$ cat config.mk
export PLATFORM = sky130hd
export DESIGN_NAME = uart_rx_core
export DESIGN_NICKNAME = d
export VERILOG_FILES = /design/src/rtl/uart_rx_pkg.sv /design/src/rtl/uart_rx_fifo.sv /design/src/rtl/uart_rx_core.sv
export SDC_FILE = /design/constraint.sdc
export NUM_CORES = 1
export LEC_CHECK = 0
export BUFFER_PORTS_ARGS = -buffer_cell sky130_fd_sc_hd__buf_2
export CORE_ASPECT_RATIO = 0.9
export CORE_MARGIN = 2
export CORE_UTILIZATION = 54
export CTS_CLUSTER_DIAMETER = 30
export DETAILED_ROUTE_END_ITERATION = 6
export PLACE_DENSITY = 0.83
export SLEW_MARGIN = 20
export SYNTH_ARGS = -nofsm -noshare
export SYNTH_HDL_FRONTEND = slang
export SYNTH_SLANG_ARGS = --single-unit
export TNS_END_PERCENT = 100
$ cat constraint.sdc
create_clock -name clk -period 7 [get_ports clk]
set_input_delay 0.35 -clock clk [delete_from_list [all_inputs] [get_ports clk]]
set_output_delay 0.35 -clock clk [all_outputs]
set_load 0.005 [all_outputs]
$ cat src/rtl/uart_rx_pkg.sv
// Shared types and constants for the 16x-oversampling UART receiver.
package uart_rx_pkg;

  typedef enum logic [1:0] {
    IDLE  = 2'd0,
    START = 2'd1,
    DATA  = 2'd2,
    STOP  = 2'd3
  } rx_state_e;

  localparam int unsigned OVERSAMPLE = 16;
  localparam int unsigned HALF_BIT   = 8;
  localparam int unsigned DATA_BITS  = 8;

endpackage

$ cat src/rtl/uart_rx_fifo.sv
// Synchronous receive FIFO with pointers, occupancy count and a registered head byte.
module uart_rx_fifo #(
  parameter int unsigned DEPTH = 4,
  parameter int unsigned WIDTH = 8
) (
  input  logic             clk,
  input  logic             reset,
  input  logic             push,
  input  logic [WIDTH-1:0] wr_data,
  input  logic             pop,
  output logic [WIDTH-1:0] head,
  output logic             valid,
  output logic             full
);

  localparam int unsigned AW = $clog2(DEPTH);

  logic [WIDTH-1:0] mem [DEPTH];
  logic [AW-1:0]    wr_ptr;
  logic [AW-1:0]    rd_ptr;
  logic [AW-1:0]    rd_ptr_n;
  logic [AW:0]      count;
  logic [AW:0]      count_n;
  logic             do_push;
  logic             do_pop;

  assign valid = (count != '0);
  assign full  = (count == (AW+1)'(DEPTH));

  // Pop only when data is present; a push into a full FIFO succeeds only alongside a pop.
  always_comb begin
    do_pop   = pop && valid;
    do_push  = push && (!full || do_pop);
    rd_ptr_n = do_pop ? rd_ptr + 1'b1 : rd_ptr;
    count_n  = count;
    if (do_push && !do_pop) begin
      count_n = count + (AW+1)'(1);
    end else if (do_pop && !do_push) begin
      count_n = count - (AW+1)'(1);
    end
  end

  // Storage array; contents need no reset because count gates visibility.
  always_ff @(posedge clk) begin
    if (do_push) begin
      mem[wr_ptr] <= wr_data;
    end
  end

  // Pointers, count and the registered head byte. The head is looked up at the
  // post-update read pointer, bypassing the write data when that slot is being filled.
  always_ff @(posedge clk or posedge reset) begin
    if (reset) begin
      wr_ptr <= '0;
      rd_ptr <= '0;
      count  <= '0;
      head   <= '0;
    end else begin
      if (do_push) begin
        wr_ptr <= wr_ptr + 1'b1;
      end
      rd_ptr <= rd_ptr_n;
      count  <= count_n;
      if (count_n != '0) begin
        head <= (do_push && (rd_ptr_n == wr_ptr)) ? wr_data : mem[rd_ptr_n];
      end
    end
  end

endmodule

$ cat src/rtl/uart_rx_core.sv
// 16x-oversampling UART receiver: synchronizer, tick generator, frame FSM, receive FIFO.
module uart_rx_core
  import uart_rx_pkg::*;
#(
  parameter int unsigned FIFO_DEPTH  = 4,
  parameter int unsigned SYNC_STAGES = 2
) (
  input  logic        clk,
  input  logic        reset,
  input  logic        rx_in,
  input  logic [31:0] baud_divisor,
  input  logic [1:0]  stop_bit,
  input  logic        rx_ready,
  input  logic        overrun_clr,
  output logic [7:0]  rx_data,
  output logic        rx_valid,
  output logic        frame_err,
  output logic        overrun,
  output logic        busy
);

  rx_state_e              state, state_n;
  logic [SYNC_STAGES-1:0] sync_q;
  logic                   rx_s;
  logic [31:0]            baud_cnt;
  logic [31:0]            div_q;
  logic                   tick;
  logic [3:0]             os_cnt, os_cnt_n;
  logic [2:0]             bit_cnt, bit_cnt_n;
  logic [7:0]             shift_q, shift_n;
  logic                   second_q, second_n;
  logic                   push;
  logic                   fe_n;
  logic                   pop;
  logic                   fifo_full;

  assign rx_s = sync_q[SYNC_STAGES-1];
  assign busy = (state != IDLE);
  assign pop  = rx_valid && rx_ready;

  // Metastability synchronizer for the asynchronous serial line, idles high.
  always_ff @(posedge clk or posedge reset) begin
    if (reset) begin
      sync_q <= '1;
    end else begin
      sync_q <= {sync_q[SYNC_STAGES-2:0], rx_in};
    end
  end

  // Oversample tick; the divisor is latched on reload so a change applies from the next period.
  always_comb begin
    tick = (state != IDLE) && ((div_q <= 32'd1) || (baud_cnt >= div_q - 32'd1));
  end

  // Tick counter, held at zero while idle so frame timing starts at start-bit detection.
  always_ff @(posedge clk or posedge reset) begin
    if (reset) begin
      baud_cnt <= '0;
      div_q    <= '0;
    end else if ((state == IDLE) || tick) begin
      baud_cnt <= '0;
      div_q    <= baud_divisor;
    end else begin
      baud_cnt <= baud_cnt + 32'd1;
    end
  end

  // Frame FSM next-state: start validation, LSB-first data capture, one or two stop bits.
  always_comb begin
    state_n   = state;
    os_cnt_n  = os_cnt;
    bit_cnt_n = bit_cnt;
    shift_n   = shift_q;
    second_n  = second_q;
    push      = 1'b0;
    fe_n      = 1'b0;
    unique case (state)
      IDLE: begin
        if (!rx_s) begin
          state_n  = START;
          os_cnt_n = '0;
        end
      end
      START: begin
        if (tick) begin
          if (os_cnt == 4'(HALF_BIT - 1)) begin
            os_cnt_n = '0;
            if (!rx_s) begin
              state_n   = DATA;
              bit_cnt_n = '0;
            end else begin
              state_n = IDLE;
            end
          end else begin
            os_cnt_n = os_cnt + 4'd1;
          end
        end
      end
      DATA: begin
        if (tick) begin
          os_cnt_n = os_cnt + 4'd1;
          if (os_cnt == 4'(OVERSAMPLE - 1)) begin
            shift_n   = {rx_s, shift_q[7:1]};
            bit_cnt_n = bit_cnt + 3'd1;
            if (bit_cnt == 3'(DATA_BITS - 1)) begin
              state_n  = STOP;
              second_n = 1'b0;
            end
          end
        end
      end
      STOP: begin
        if (tick) begin
          os_cnt_n = os_cnt + 4'd1;
          if (os_cnt == 4'(OVERSAMPLE - 1)) begin
            if (!rx_s) begin
              fe_n    = 1'b1;
              state_n = IDLE;
            end else if ((stop_bit == 2'b10) && !second_q) begin
              second_n = 1'b1;
            end else begin
              push    = 1'b1;
              state_n = IDLE;
            end
          end
        end
      end
      default: state_n = IDLE;
    endcase
  end

  // Frame FSM state and datapath registers.
  always_ff @(posedge clk or posedge reset) begin
    if (reset) begin
      state     <= IDLE;
      os_cnt    <= '0;
      bit_cnt   <= '0;
      shift_q   <= '0;
      second_q  <= 1'b0;
      frame_err <= 1'b0;
    end else begin
      state     <= state_n;
      os_cnt    <= os_cnt_n;
      bit_cnt   <= bit_cnt_n;
      shift_q   <= shift_n;
      second_q  <= second_n;
      frame_err <= fe_n;
    end
  end

  // Sticky overrun: a good byte lost to a full FIFO; a new overrun beats a clear.
  always_ff @(posedge clk or posedge reset) begin
    if (reset) begin
      overrun <= 1'b0;
    end else if (push && fifo_full && !pop) begin
      overrun <= 1'b1;
    end else if (overrun_clr) begin
      overrun <= 1'b0;
    end
  end

  uart_rx_fifo #(
    .DEPTH (FIFO_DEPTH),
    .WIDTH (8)
  ) u_fifo (
    .clk     (clk),
    .reset   (reset),
    .push    (push),
    .wr_data (shift_q),
    .pop     (rx_ready),
    .head    (rx_data),
    .valid   (rx_valid),
    .full    (fifo_full)
  );

endmodule

---- Word-level counts from Yosys, hierarchy flattened ----
Memory sizes are Yosys's and may differ from the RTL's. A register that Yosys moved wholly into a read port is not among the register bits.
Cells that the tools add are included.
storage, ports and cells
  bits in writable memories ............... 32
  bits of input ports ..................... 39
  word-level logic and storage cells ...... 121
  memories ................................ 1
  output and inout port bits .............. 12
  register bits ........................... 93
memory list
  memory      words  bits a word  read ports  clocked after memory_dff  write ports  line                RTL
  u_fifo.mem  4      8            1           1                         1            uart_rx_fifo.sv:18  logic [WIDTH-1:0] mem [DEPTH];
cells by class
  $add $sub $neg .......................... 8
  reductions and logical operators ........ 28
  mux-type cells .......................... 48
  $lt $le $gt $ge ......................... 2
  equal/unequal tests ..................... 21
operator list
  cell                   count
  $add 32x1->32 const B  1
  $ge 32x32->1           1
  $le 32x1->1 const B    1
  $mux 32                1
  $sub 32x1->32 const B  1
  $mux 2                 12
  $ne 2x2->1 const B     11
  $mux 3                 7
  $mux 1                 20
  $mux 4                 4
  $pmux 4 s3             1
  $reduce_and 9->1       1
  $logic_and 1x1->1      8
  $pmux 2 s4             1
  $reduce_and 8->1       1
  $reduce_bool 2->1      4
  $add 3x1->3 const B    2
  $eq 2x2->1 const B     3
  $eq 3x3->1 const B     2
  $pmux 3 s2             1
  $reduce_and 3->1       2
  $reduce_and 6->1       1
  $reduce_bool 3->1      2
  $add 2x1->2 const B    2
  other kinds (12)       17

---- Logic depth before layout (Yosys ltp) ----
Gate-level depths: netlist of run 1.
  word-level depth ........................ 13
  gate-level depth with buffers ........... 20
  gate-level depth less buffers ........... 18

---- By module ----
Synthesis of run 1 repeated with hierarchy kept, for this count alone.
unflattened totals
  cells, all modules ...................... 671
  area total of the unflattened synthesis .. 7,613.6 um^2
by module, submodules not included
  module        instances  sequential area each (um^2)  cells each  area each (um^2)
  uart_rx_core  1          2,154.6                      496         5,092.4
  uart_rx_fifo  1          1,336.3                      175         2,521.2

---- Worst setup path before layout of run 1 ----
Ideal clock, no wire load.
  path kind ............................... reg2reg
  start point ............................. register div_q[3]
  end point ............................... register u_fifo.head[0], read port of u_fifo.mem
  library setup time ...................... 0.125 ns
  buffers on the path ..................... 2
  clock period less this slack ............ 5.301 ns
  arrival ................................. 5.176 ns
  setup slack ............................. 1.699 ns
  required time ........................... 6.875 ns
  stages on the path, launching flop included .. 20
  path through ............................ dfrtp_1 > or4_1 > nor3_2 > nand2_1 > or3_1 > or4_1 > clkbuf_1 > nor3_1 > xnor2_1 > ha_1 > nand4_1 > nor4_1 > a2bb2oi_1 > nand3_1 > a31oi_2 > or2_0 > buf_2 > a2111o_1 > a2111oi_4 > mux2_2
between the ends
  cells in the longest elaborated chain, start to end .. 12
  elaborated cells on any way between the ends .. 14
  those cells by class .................... 1 x add/sub; 2 x order compare; 4 x mux; 7 x reduce/logical
RTL lines
  what                      line                 RTL
  start: declaration        uart_rx_core.sv:26   logic [31:0] div_q;
  start signal: assignment  uart_rx_core.sv:62   div_q <= baud_divisor;
  $sub 32x1->32             uart_rx_core.sv:52   tick = (state != IDLE) && ((div_q <= 32'd1) || (baud_cnt >= div_q - 32'd1));
  $ge 32x32->1              uart_rx_core.sv:52
  $logic_or 1x1->1 (*)      uart_rx_core.sv:52
  $logic_and 1x1->1 (*)     uart_rx_core.sv:52
  $mux 1 (*)                uart_rx_core.sv:113  if (tick) begin
  $mux 1 (*)                uart_rx_core.sv:77   unique case (state)
  $logic_and 1x1->1 (*)     uart_rx_fifo.sv:33   do_push = push && (!full || do_pop);
  $logic_not 1->1           uart_rx_fifo.sv:38   end else if (do_pop && !do_push) begin
  $logic_and 1x1->1         uart_rx_fifo.sv:38
  $mux 3                    uart_rx_fifo.sv:38
  $mux 3 (*)                uart_rx_fifo.sv:36   if (do_push && !do_pop) begin
  $reduce_bool 3->1 (*)     uart_rx_fifo.sv:64   if (count_n != '0) begin
  end: declaration          uart_rx_fifo.sv:11   output logic [WIDTH-1:0] head,
Every way passes the cells marked *; elsewhere a longest branch is shown, timed or not.
A chain may end at the register's enable or synchronous reset.

---- Final worst setup path of run 1 ----
  start point ............................. register div_q[3]
  end point ............................... register u_fifo.head[1], read port of u_fifo.mem
Same word-level chain as after synthesis.

==> results of run 1 <==
## cells by family after synthesis
kind of cell | synth area share, %
compound gates | 6.691
xor+xnor | 7.829
fa+ha+maj | 8.007
buf+inv | 1.993
flops | 49.64
mux | 11.37
simple gates | 14.47
## cell usage after synthesis (all sizes together), types with 2 or more instances
master	number
a311oi	2
and3	10
a21oi	19
o41ai	2
o31ai	2
or2	4
dfstp	2
o21ai	17
xor2	22
or4	8
clkbuf	11
o2111ai	2
nor4	8
nor3	23
nor2b	3
a211oi	3
nand4	14
a41oi	2
a21o	2
mux2	55
a22o	4
dfrtp	99
and2	3
nand2	33
edfxtp	32
inv	21
ha	45
a31oi	3
or3	11
nor2	60
nand2b	5
buf	5
nor3b	2
nand3	15
mux4	8
xnor2	40
## what timing repair did
item                                    CTS  global route
setup buffers                             0             0
endpoints found under the setup margin    0             0
hold buffers                              1             0
hold endpoints to repair                 24             0
## routing by layer
metal  track usage, %  share of wire [%]
met5                0                  0
met4            7.416                2.1
met3            6.006                4.8
met2            37.85                 51
met1            26.90                 42
## worst max path at each step
stage	startpoint	end	slack [ns]
2_1_floorplan	div_q[3]	u_fifo.head[0]	1.70
3_3_place_gp	div_q[3]	u_fifo.head[3]	1.30
3_5_place_dp	div_q[3]	u_fifo.head[5]	0.90
4_1_cts	div_q[3]	u_fifo.head[1]	0.80
5_1_grt	div_q[3]	u_fifo.head[1]	0.44
6_report	div_q[3]	u_fifo.head[1]	0.76
## power breakdown
group	switching, mW	internal, mW
clock	0.337	0.486
combinational	0.150	0.121
sequential	0.0344	0.818
## cells in the final DEF (no fill, tap or decap), types with 3 or more instances in the layout
cell type	n
mux4_2	8
edfxtp_1	32
buf_2	50
mux2_2	55
or2_2	3
and3_1	10
or4_1	7
nand3_1	15
nor2_1	60
nand2b_1	5
xnor2_1	39
xor2_1	22
nand2_1	32
and2_1	3
clkinvlp_4	3
nor4_1	7
ha_1	45
nand4_1	14
dfrtp_1	99
nor3_1	22
o21ai_0	17
a211oi_1	3
a21oi_1	19
clkbuf_16	17
inv_1	20
nor2b_1	3
or3_1	11
a22o_1	4
buf_4	4
clkinv_2	3
## state kept, by name, summed over array words and instances (netlist names), named ones only
register	flops
baud_cnt	32
bit_cnt	3
div_q	32
frame_err	1
os_cnt	4
overrun	1
second_q	1
shift_q	8
state	1
sync_q	2
u_fifo.count	3
u_fifo.head	8
u_fifo.mem	32
u_fifo.rd_ptr	2
u_fifo.wr_ptr	2
## final cells by class
class                           instances  area, um^2
Clock inverter                         13       110.1
Timing Repair Buffer                   55       290.3
Tap cell                              164       205.2
Fill cell                             984        4673
Clock buffer                           19       432.9
Inverter                               21       81.33
Multi-Input combinational cell        440        3403
Sequential cell                       133        3491
## worst max-delay path: stages, from the launching register on
cell	delay, ns
dfrtp_1	0.41
or4_1	0.62
nor3_2	0.20
nand2_1	0.14
or3_1	0.41
or4_1	0.54
nor3_1	0.28
xnor2_1	0.12
ha_1	0.28
nand4_1	0.17
nor4_1	0.56
a2bb2oi_1	0.17
nand3_1	0.14
a31oi_2	0.10
or2_0	0.41
a2111o_1	0.45
a2111oi_4	0.68
mux2_2	0.41
## metrics by stage
step / utilization (%) / hold slack [ns] / area, um^2
after CTS: 63.17 / 0.01934 / 8014
after global placement: 58.81 / 0.3464 / 7461
final: 63.17 / 0.03111 / 8014
after global routing: 63.17 / 0.01171 / 8014
after detailed placement: 58.81 / 0.3481 / 7461
after floorplan: - / 0.3452 / 7032
==> metrics.cfg, run 1 <==
[status]
status=finished clean

[layout]
final_cells=845
nNetsFinal=752
area_growth_pct=13.97
layout-drive-gt1-share_pct=23.49
insertedDiodeCount=0

[global_route]
grt_overflow=0
grt_max_degree=76
antenna_found_initial=0
track_usage_pct=21.95
grt_pass1_vias=5191
grt_pass1_wl_mm=24.63

[placement]
hpwlAfterDp_mm=10.23
portBuffers=50
pre_cts_ws_ns=0.8964
gp_congestion=0.9120
place_inst=812

[synthesis]
syn-instance-count=610
synth_area_leaders=dfrtp_1, edfxtp_1, mux2_2
synth_top_cell_area_share_pct=35.23
ys_types=56
syn_area_um2=7032
synth-seq-cells=133
syn_area_per_cell_um2=11.53
ys.flop_type=dfrtp_1
yosys.area.top_type=dfrtp_1
synth_warnings=0
synth_edf_count=32
ys_seq_area_share_pct=49.64
synth_nets=694
synthArstFlopShare_pct=75.94

[clocking]
clkSinkCount=133
cts.repair.resized=0
root_buffer=clkbuf_16
htreeDepth=4
cts_tree=yes
path_clk_slew_ns=0.06
clockBufferDepth=2
cts_made_buffers=17
clock_latency_ns=0.42

[timing]
post-route-min-period_ns=6.238
hold_viol=0
rsz0062_at_grt=false
worstMarginPinSlew_ns=1.079
finalSetupTns_ns=0
fmax_ghz=0.1603
fin_ws_ns=0.7625
drv_slew=0
setup_viol=0
max-slew-margin-rel_pct=27.82
finalClockSkew_ns=0.007715
period_share_pct=89.11

[worst_hold_path]
hold_path_depth=1
whs_endpoint=sync_q[0]
hold_path.startpoint=rx_in
hp-class=in -> reg

[drt]
vias=5017
viasPerCell=5.937
drt_iter0_drc=325
drt_pass1_iterations=5
ant_nets=0
wl_per_cell_um=17.11
wl_mm=14.46
drc=0

[worst_setup_path]
r2r_cells=17
worstSetupStartpointType=flop
r2r_slack_ns=0.76
r2r_end=u_fifo.head[1]
worstPathMaxFanout=8
endpoint_kind=flop
critPathArrivalTime_ns=6.53
critPathKind=reg -> reg
cp.required_ns=7.30
r2r_start=div_q[3]

[floorplan]
ios=51
dieArea_um2=13950
die_w_um=124.3
design.core.area_um2=12690
start_util_pct=55.42
fp.dieH_um=112.3
rows=39

[run]
maxCapViolations=0

[pwr]
power.leakage_nw=3.490
powerDensity_nw_per_um2=243.0
ir_drop_mv=0.1999
total_power_mw=1.947

Power figures use the tool's default switching activity.
==> run 2, diff against run 1 <==
SLEW_MARGIN = unset   (was 20)
clock period = 6.2 ns   (was 7 ns; I/O delays follow)
==> metrics.cfg, run 2 (synthesis results as in run 1) <==
[worst_setup_path]
worstSetupStartpointType=flop  ; unchanged
critPathKind=reg -> reg  ; unchanged
critPathArrivalTime_ns=6.17  ; was 6.53 ns
endpoint_kind=flop  ; unchanged
worstPathMaxFanout=8  ; unchanged
cp.required_ns=6.50  ; was 7.30 ns

[floorplan]
fp.dieH_um=112.3  ; unchanged
rows=39  ; unchanged
dieArea_um2=13950  ; unchanged
design.core.area_um2=12690  ; unchanged
start_util_pct=55.42  ; unchanged
die_w_um=124.3  ; unchanged
ios=51  ; unchanged

[timing]
finalSetupTns_ns=0  ; unchanged
worstMarginPinSlew_ns=1.074  ; was 1.079 ns
drv_slew=0  ; unchanged
fmax_ghz=0.1705  ; was 0.1603 GHz
finalClockSkew_ns=0.007918  ; was 0.007715 ns
setup_viol=0  ; unchanged
post-route-min-period_ns=5.864  ; was 6.238 ns
max-slew-margin-rel_pct=28.17  ; was 27.82%
period_share_pct=94.58  ; was 89.11%
hold_viol=0  ; unchanged

[pwr]
ir_drop_mv=0.2323  ; was 0.1999 mV
total_power_mw=2.225  ; was 1.947 mW
p_int_mw=1.592  ; was 1.425 mW
power_frac_clock_pct=42.8  ; was 42.3%
power.leakage_nw=3.526  ; was 3.490 nW
p_seq_share_pct=43.2  ; was 43.8%
p_switching_mw=0.6324  ; was 0.5221 mW
powerDensity_nw_per_um2=275.4  ; was 243.0 nW/um^2
p_sw_share_pct=28.43  ; was 26.82%
p_comb_share_pct=14.0  ; about the same

[clocking]
path_clk_slew_ns=0.06  ; about the same
clockBufferDepth=2  ; unchanged
cts_tree=yes  ; unchanged
clock_latency_ns=0.42  ; about the same
clkSinkCount=133  ; unchanged
root_buffer=clkbuf_16  ; unchanged
cts_made_buffers=17  ; unchanged
htreeDepth=4  ; unchanged

[layout]
layout-drive-gt1-share_pct=24.42  ; was 23.49%
nNetsFinal=755  ; was 752
layout_commonest_cell=dfrtp_1  ; unchanged
insertedDiodeCount=0  ; unchanged
area_growth_pct=14.86  ; was 13.97%
fin_util_pct=63.66  ; was 63.17%
top_regs=baud_cnt: 32 flops, div_q: 32 flops, u_fifo.mem: 32 flops  ; unchanged
most-common-layout-cells=dfrtp_1, nor2_1, mux2_2, buf_2, ha_1  ; unchanged

[placement]
portBuffers=50  ; unchanged
gp_congestion=0.9548  ; was 0.9120
hpwlAfterDp_mm=10.05  ; was 10.23 mm

[drt]
wl_per_cell_um=16.81  ; was 17.11 um
ant_nets=0  ; unchanged
routed-wl-met3_um=635  ; was 698 um
met1_length_mm=5.963  ; was 6.057 mm
drc=0  ; unchanged
routed.top_layer=met4  ; unchanged
wl_mm=14.26  ; was 14.46 mm
drt_iter0_drc=357  ; was 325
viasPerCell=5.854  ; was 5.937
vias=4964  ; was 5,017
drt_pass1_iterations=5  ; unchanged
wl_met2_mm=7.505  ; was 7.401 mm

[worst_hold_path]
hp-class=in -> reg  ; unchanged

[global_route]
grt_pass1_vias=5004  ; was 5,191
grt_max_degree=79  ; was 76
grt_overflow=0  ; unchanged
antenna_found_initial=0  ; unchanged
grt_pass1_wl_mm=24.61  ; was 24.63 mm
track_usage_pct=21.86  ; was 21.95%

[status]
status=finished clean  ; unchanged

[run]
maxCapViolations=0  ; unchanged

==> run 2: cell types whose count changed in the layout (fill, tap and decap cells not counted), sizes merged <==
cell         delta
bufinv          -1
clkinv          -1
inv             +6
clkbuf          -2
dlygate4sd3     +1
clkinvlp        -2
buf             +2
==> run 2: final timing paths <==
path                             startpoint             end  slack [ns]  cells past startpoint
worst min register to register    sync_q[0]       sync_q[1]        0.36                      0
max in group asynchronous             reset       div_q[24]        4.51                      4
worst max-delay path               div_q[3]  u_fifo.head[5]        0.34                     19
worst max register to register     div_q[3]  u_fifo.head[5]        0.34                     19
min in group asynchronous             reset  u_fifo.head[0]        0.40                      3
worst min-delay path            overrun_clr         overrun        0.07                      2
==> run 2: worst max-delay path: stages, from the launching register on <==
cell and delay, ns:
dfrtp_1 0.42, or4_1 0.60, nor3_2 0.23, nand3_1 0.22, or3_1 0.38, nor3_1 0.30
nand2b_1 0.22, nor4_1 0.30, xnor2_1 0.11, ha_1 0.31, nand4_1 0.19, nor4_2 0.44
a2bb2oi_1 0.13, nand3_1 0.10, a31oi_2 0.10, or2_1 0.38, a2111o_1 0.43, a2111oi_4 0.31
buf_4 0.23, mux2_2 0.35
==> run 2: power by group through the flow <==
stage | combinational (mW) | clock [mW] | sequential [mW]
after global placement | 0.287 | 0 | 0.973
final | 0.311 | 0.953 | 0.961
after floorplan | 0.234 | 0 | 0.964
after global routing | 0.341 | 1.01 | 0.965
after detailed placement | 0.303 | 0 | 0.975
after CTS | 0.307 | 0.963 | 0.959
==> run 2: layout make-up <==
type,instances,area (um^2)
Clock buffer,17,425.4
Tap cell,164,205.2
Inverter,21,81.33
Clock inverter,15,136.4
Fill cell,959,4611
Sequential cell,133,3491
Timing Repair Buffer,58,327.8
Multi-Input combinational cell,440,3410
==> run 2: layer usage <==
metal | GRT usage [%] | vias to the layer above
li1 | - | 2356
met1 | 27.26 | 2462
met2 | 38.00 | 127
met3 | 5.529 | 19
met4 | 6.442 | 0
met5 | 0 | -
==> run 2: timing repair <==
action / in CTS / in global routing
hold buffers: 2 / 0
endpoints found under the setup margin: 0 / 8
endpoints found under the hold margin: 22 / 0
setup buffers: 0 / 1
resized for setup: 0 / 2
==> run 2: per-stage QoR <==
stage	setup WS [ns]	hold slack (ns)	area, um^2	cells
after floorplan	0.8992	0.3145	7032	610
after global routing	-0.1003	0.06988	8077	848
after CTS	0.07123	0.06011	8063	847
after detailed placement	0.1310	0.3026	7481	813
final	0.3363	0.06872	8077	848
after global placement	0.4677	0.2913	7481	813
==> run 3, diff against run 2 <==
CORE_UTILIZATION = 61   (was 54)
PLACE_DENSITY = 0.8   (was 0.83)
==> metrics.cfg, run 3 (synthesis results as in run 1) <==
[timing]
setup_viol=0  ; unchanged
drv_slew=0  ; unchanged
max-slew-margin-rel_pct=19.81  ; was 28.17%
finalSetupTns_ns=0  ; unchanged
rsz0062_at_grt=false
fmax_ghz=0.1735  ; was 0.1705 GHz
worstMarginPinSlew_ns=1.199  ; was 1.074 ns
hold_viol=0  ; unchanged
post-route-min-period_ns=5.765  ; was 5.864 ns
finalClockSkew_ns=0.007462  ; was 0.007918 ns
period_share_pct=92.98  ; was 94.58%

[floorplan]
start_util_pct=62.00  ; was 55.42%
dieArea_um2=12400  ; was 13,950 um^2
design.core.area_um2=11340  ; was 12,690 um^2
ios=51  ; unchanged
rows=37  ; was 39
fp.dieH_um=105.9  ; was 112.3 um
die_w_um=117.2  ; was 124.3 um

[drt]
drc=0  ; unchanged
viasPerCell=5.880  ; was 5.854
vias=4933  ; was 4,964
ant_nets=0  ; unchanged
drt_pass1_iterations=5  ; unchanged
wl_per_cell_um=18.12  ; was 16.81 um
drt_iter0_drc=415  ; was 357
wl_mm=15.20  ; was 14.26 mm

[placement]
hpwlAfterDp_mm=10.67  ; was 10.05 mm
gp_congestion=0.8854  ; was 0.9548
portBuffers=50  ; unchanged
dpl_cell_area_um2=7463  ; was 7481 um^2

[layout]
top_regs=baud_cnt: 32 flops, div_q: 32 flops, u_fifo.mem: 32 flops  ; unchanged
final_area_um2=8079  ; was 8077 um^2
regArea_um2=3491  ; unchanged
most-common-layout-cells=dfrtp_1, nor2_1, mux2_2, buf_2, ha_1  ; unchanged
layout-drive-gt1-share_pct=23.87  ; was 24.42%
layout_commonest_cell=dfrtp_1  ; unchanged
multiInputGateArea_um2=3410  ; unchanged
insertedDiodeCount=0  ; unchanged
n_fill_cell=788  ; was 959
nNetsFinal=754  ; was 755
area_growth_pct=14.89  ; was 14.86%

[pwr]
p_int_mw=1.661  ; was 1.592 mW
power.leakage_nw=3.520  ; was 3.526 nW
p_comb_share_pct=14.2  ; was 14.0%
p_seq_share_pct=42.4  ; was 43.2%
p_switching_mw=0.6063  ; was 0.6324 mW
ir_drop_mv=0.2414  ; was 0.2323 mV
power_frac_clock_pct=43.4  ; was 42.8%
p_sw_share_pct=26.74  ; was 28.43%
powerDensity_nw_per_um2=280.7  ; was 275.4 nW/um^2

[worst_setup_path]
cp.required_ns=6.51  ; was 6.50 ns
worstSetupStartpointType=flop  ; unchanged
crit_family=simple AND/OR/NAND/NOR gates  ; unchanged
crit_slowest_cell=or4_1  ; unchanged
worstPathMaxFanout=8  ; unchanged
cpMostUsedCell=nand3_1  ; unchanged
endpoint_kind=flop  ; unchanged
crit_buf_inv=1  ; unchanged
max_stage_delay_ns=0.60  ; about the same
timing.critical_path.cells=or4_1 -> nor3_2 -> nand3_1 -> or3_1 -> nor3_1 -> nand2b_1 -> nor4_1 -> xnor2_1 -> ha_1 -> nand4_1 -> nor4_2 -> a2bb2oi_1 -> nand3_1 -> a31oi_2 -> or2_0 -> a2111o_1 -> a2111oi_4 -> buf_4 -> mux2_2  ; was or4_1 -> nor3_2 -> nand3_1 -> or3_1 -> nor3_1 -> nand2b_1 -> nor4_1 -> xnor2_1 -> ha_1 -> nand4_1 -> nor4_2 -> a2bb2oi_1 -> nand3_1 -> a31oi_2 -> or2_1 -> a2111o_1 -> a2111oi_4 -> buf_4 -> mux2_2
critPathArrivalTime_ns=6.08  ; was 6.17 ns
critPathKind=reg -> reg  ; unchanged

[global_route]
antenna_found_initial=0  ; unchanged
grt_max_degree=64  ; was 79
grt_pass1_wl_mm=24.86  ; was 24.61 mm
track_usage_pct=26.74  ; was 21.86%
grt_overflow=0  ; unchanged
grt_pass1_vias=5165  ; was 5,004

[clocking]
clock_latency_ns=0.43  ; was 0.42 ns
clockBufferDepth=2  ; unchanged
clkSinkCount=133  ; unchanged
path_clk_slew_ns=0.06  ; about the same
root_buffer=clkbuf_16  ; unchanged
cts_tree=yes  ; unchanged
cts_made_buffers=17  ; unchanged
htreeDepth=4  ; unchanged

[worst_hold_path]
hp-class=in -> reg  ; unchanged

[run]
maxCapViolations=0  ; unchanged

[status]
status=finished clean  ; unchanged

## run 3: worst reg2reg max path, cell delays in order, from the launching register on
cell and delay (ns):
dfrtp_1 0.42, or4_1 0.60, nor3_2 0.24, nand3_1 0.21, or3_1 0.38, nor3_1 0.27, nand2b_1 0.22, nor4_1 0.27
xnor2_1 0.13, ha_1 0.31, nand4_1 0.19, nor4_2 0.45, a2bb2oi_1 0.12, nand3_1 0.09, a31oi_2 0.07, or2_0 0.37
a2111o_1 0.44, a2111oi_4 0.30, buf_4 0.23, mux2_2 0.35
## run 3: power groups by stage
stage / logic, mW / registers (mW) / clock network (mW)
floorplan: 0.234 / 0.964 / 0
global placement: 0.292 / 0.972 / 0
detailed placement: 0.309 / 0.976 / 0
CTS: 0.317 / 0.961 / 0.998
global route: 0.351 / 0.966 / 1.03
finish: 0.321 / 0.961 / 0.985
## run 3: cell type report
type / instances / share of cell area [%]
Inverter: 21 / 1.007
Clock buffer: 19 / 5.359
Clock inverter: 13 / 1.843
Tap cell: 156 / 2.416
Multi-Input combinational cell: 440 / 42.20
Sequential cell: 133 / 43.21
Timing Repair Buffer: 57 / 3.965
## run 3: worst paths after layout
check | from | end | slack (ns) | cells past startpoint
setup / recovery | div_q[3] | u_fifo.head[5] | 0.44 | 19
hold / removal | overrun_clr | overrun | 0.07 | 2
setup reg to reg | div_q[3] | u_fifo.head[5] | 0.44 | 19
hold reg to reg | sync_q[0] | sync_q[1] | 0.36 | 0
max in group asynchronous | reset | baud_cnt[29] | 4.58 | 4
min in group asynchronous | reset | div_q[7] | 0.46 | 3
## run 3: per-layer routing
layer | vias up | routed length (um) | GRT usage [%]
met4 | 0 | 351 | 10.84
met3 | 30 | 630 | 7.188
met1 | 2419 | 6524 | 33.66
met2 | 140 | 7698 | 43.60
li1 | 2344 | - | -
met5 | - | 0 | 0
## run 3: repair_timing
item	4_1_cts	5_1_grt
hold buffers	2	0
endpoints found under the setup margin	0	8
buffers inserted	0	1
gates resized for setup	0	1
endpoints found under the hold margin	39	0
## run 3: through the flow
stage	power [mW]	utilization [%]	hold slack, ns	worst slack [ns]	instances
after floorplan	1.198	-	0.3145	0.8992	610
after global placement	1.264	65.80	0.3476	0.4873	804
after detailed placement	1.284	65.80	0.3491	0.1656	804
after CTS	2.276	71.11	0.05441	0.1255	838
after global routing	2.348	71.23	0.07279	0.05164	839
final	2.267	71.23	0.06977	0.4353	839
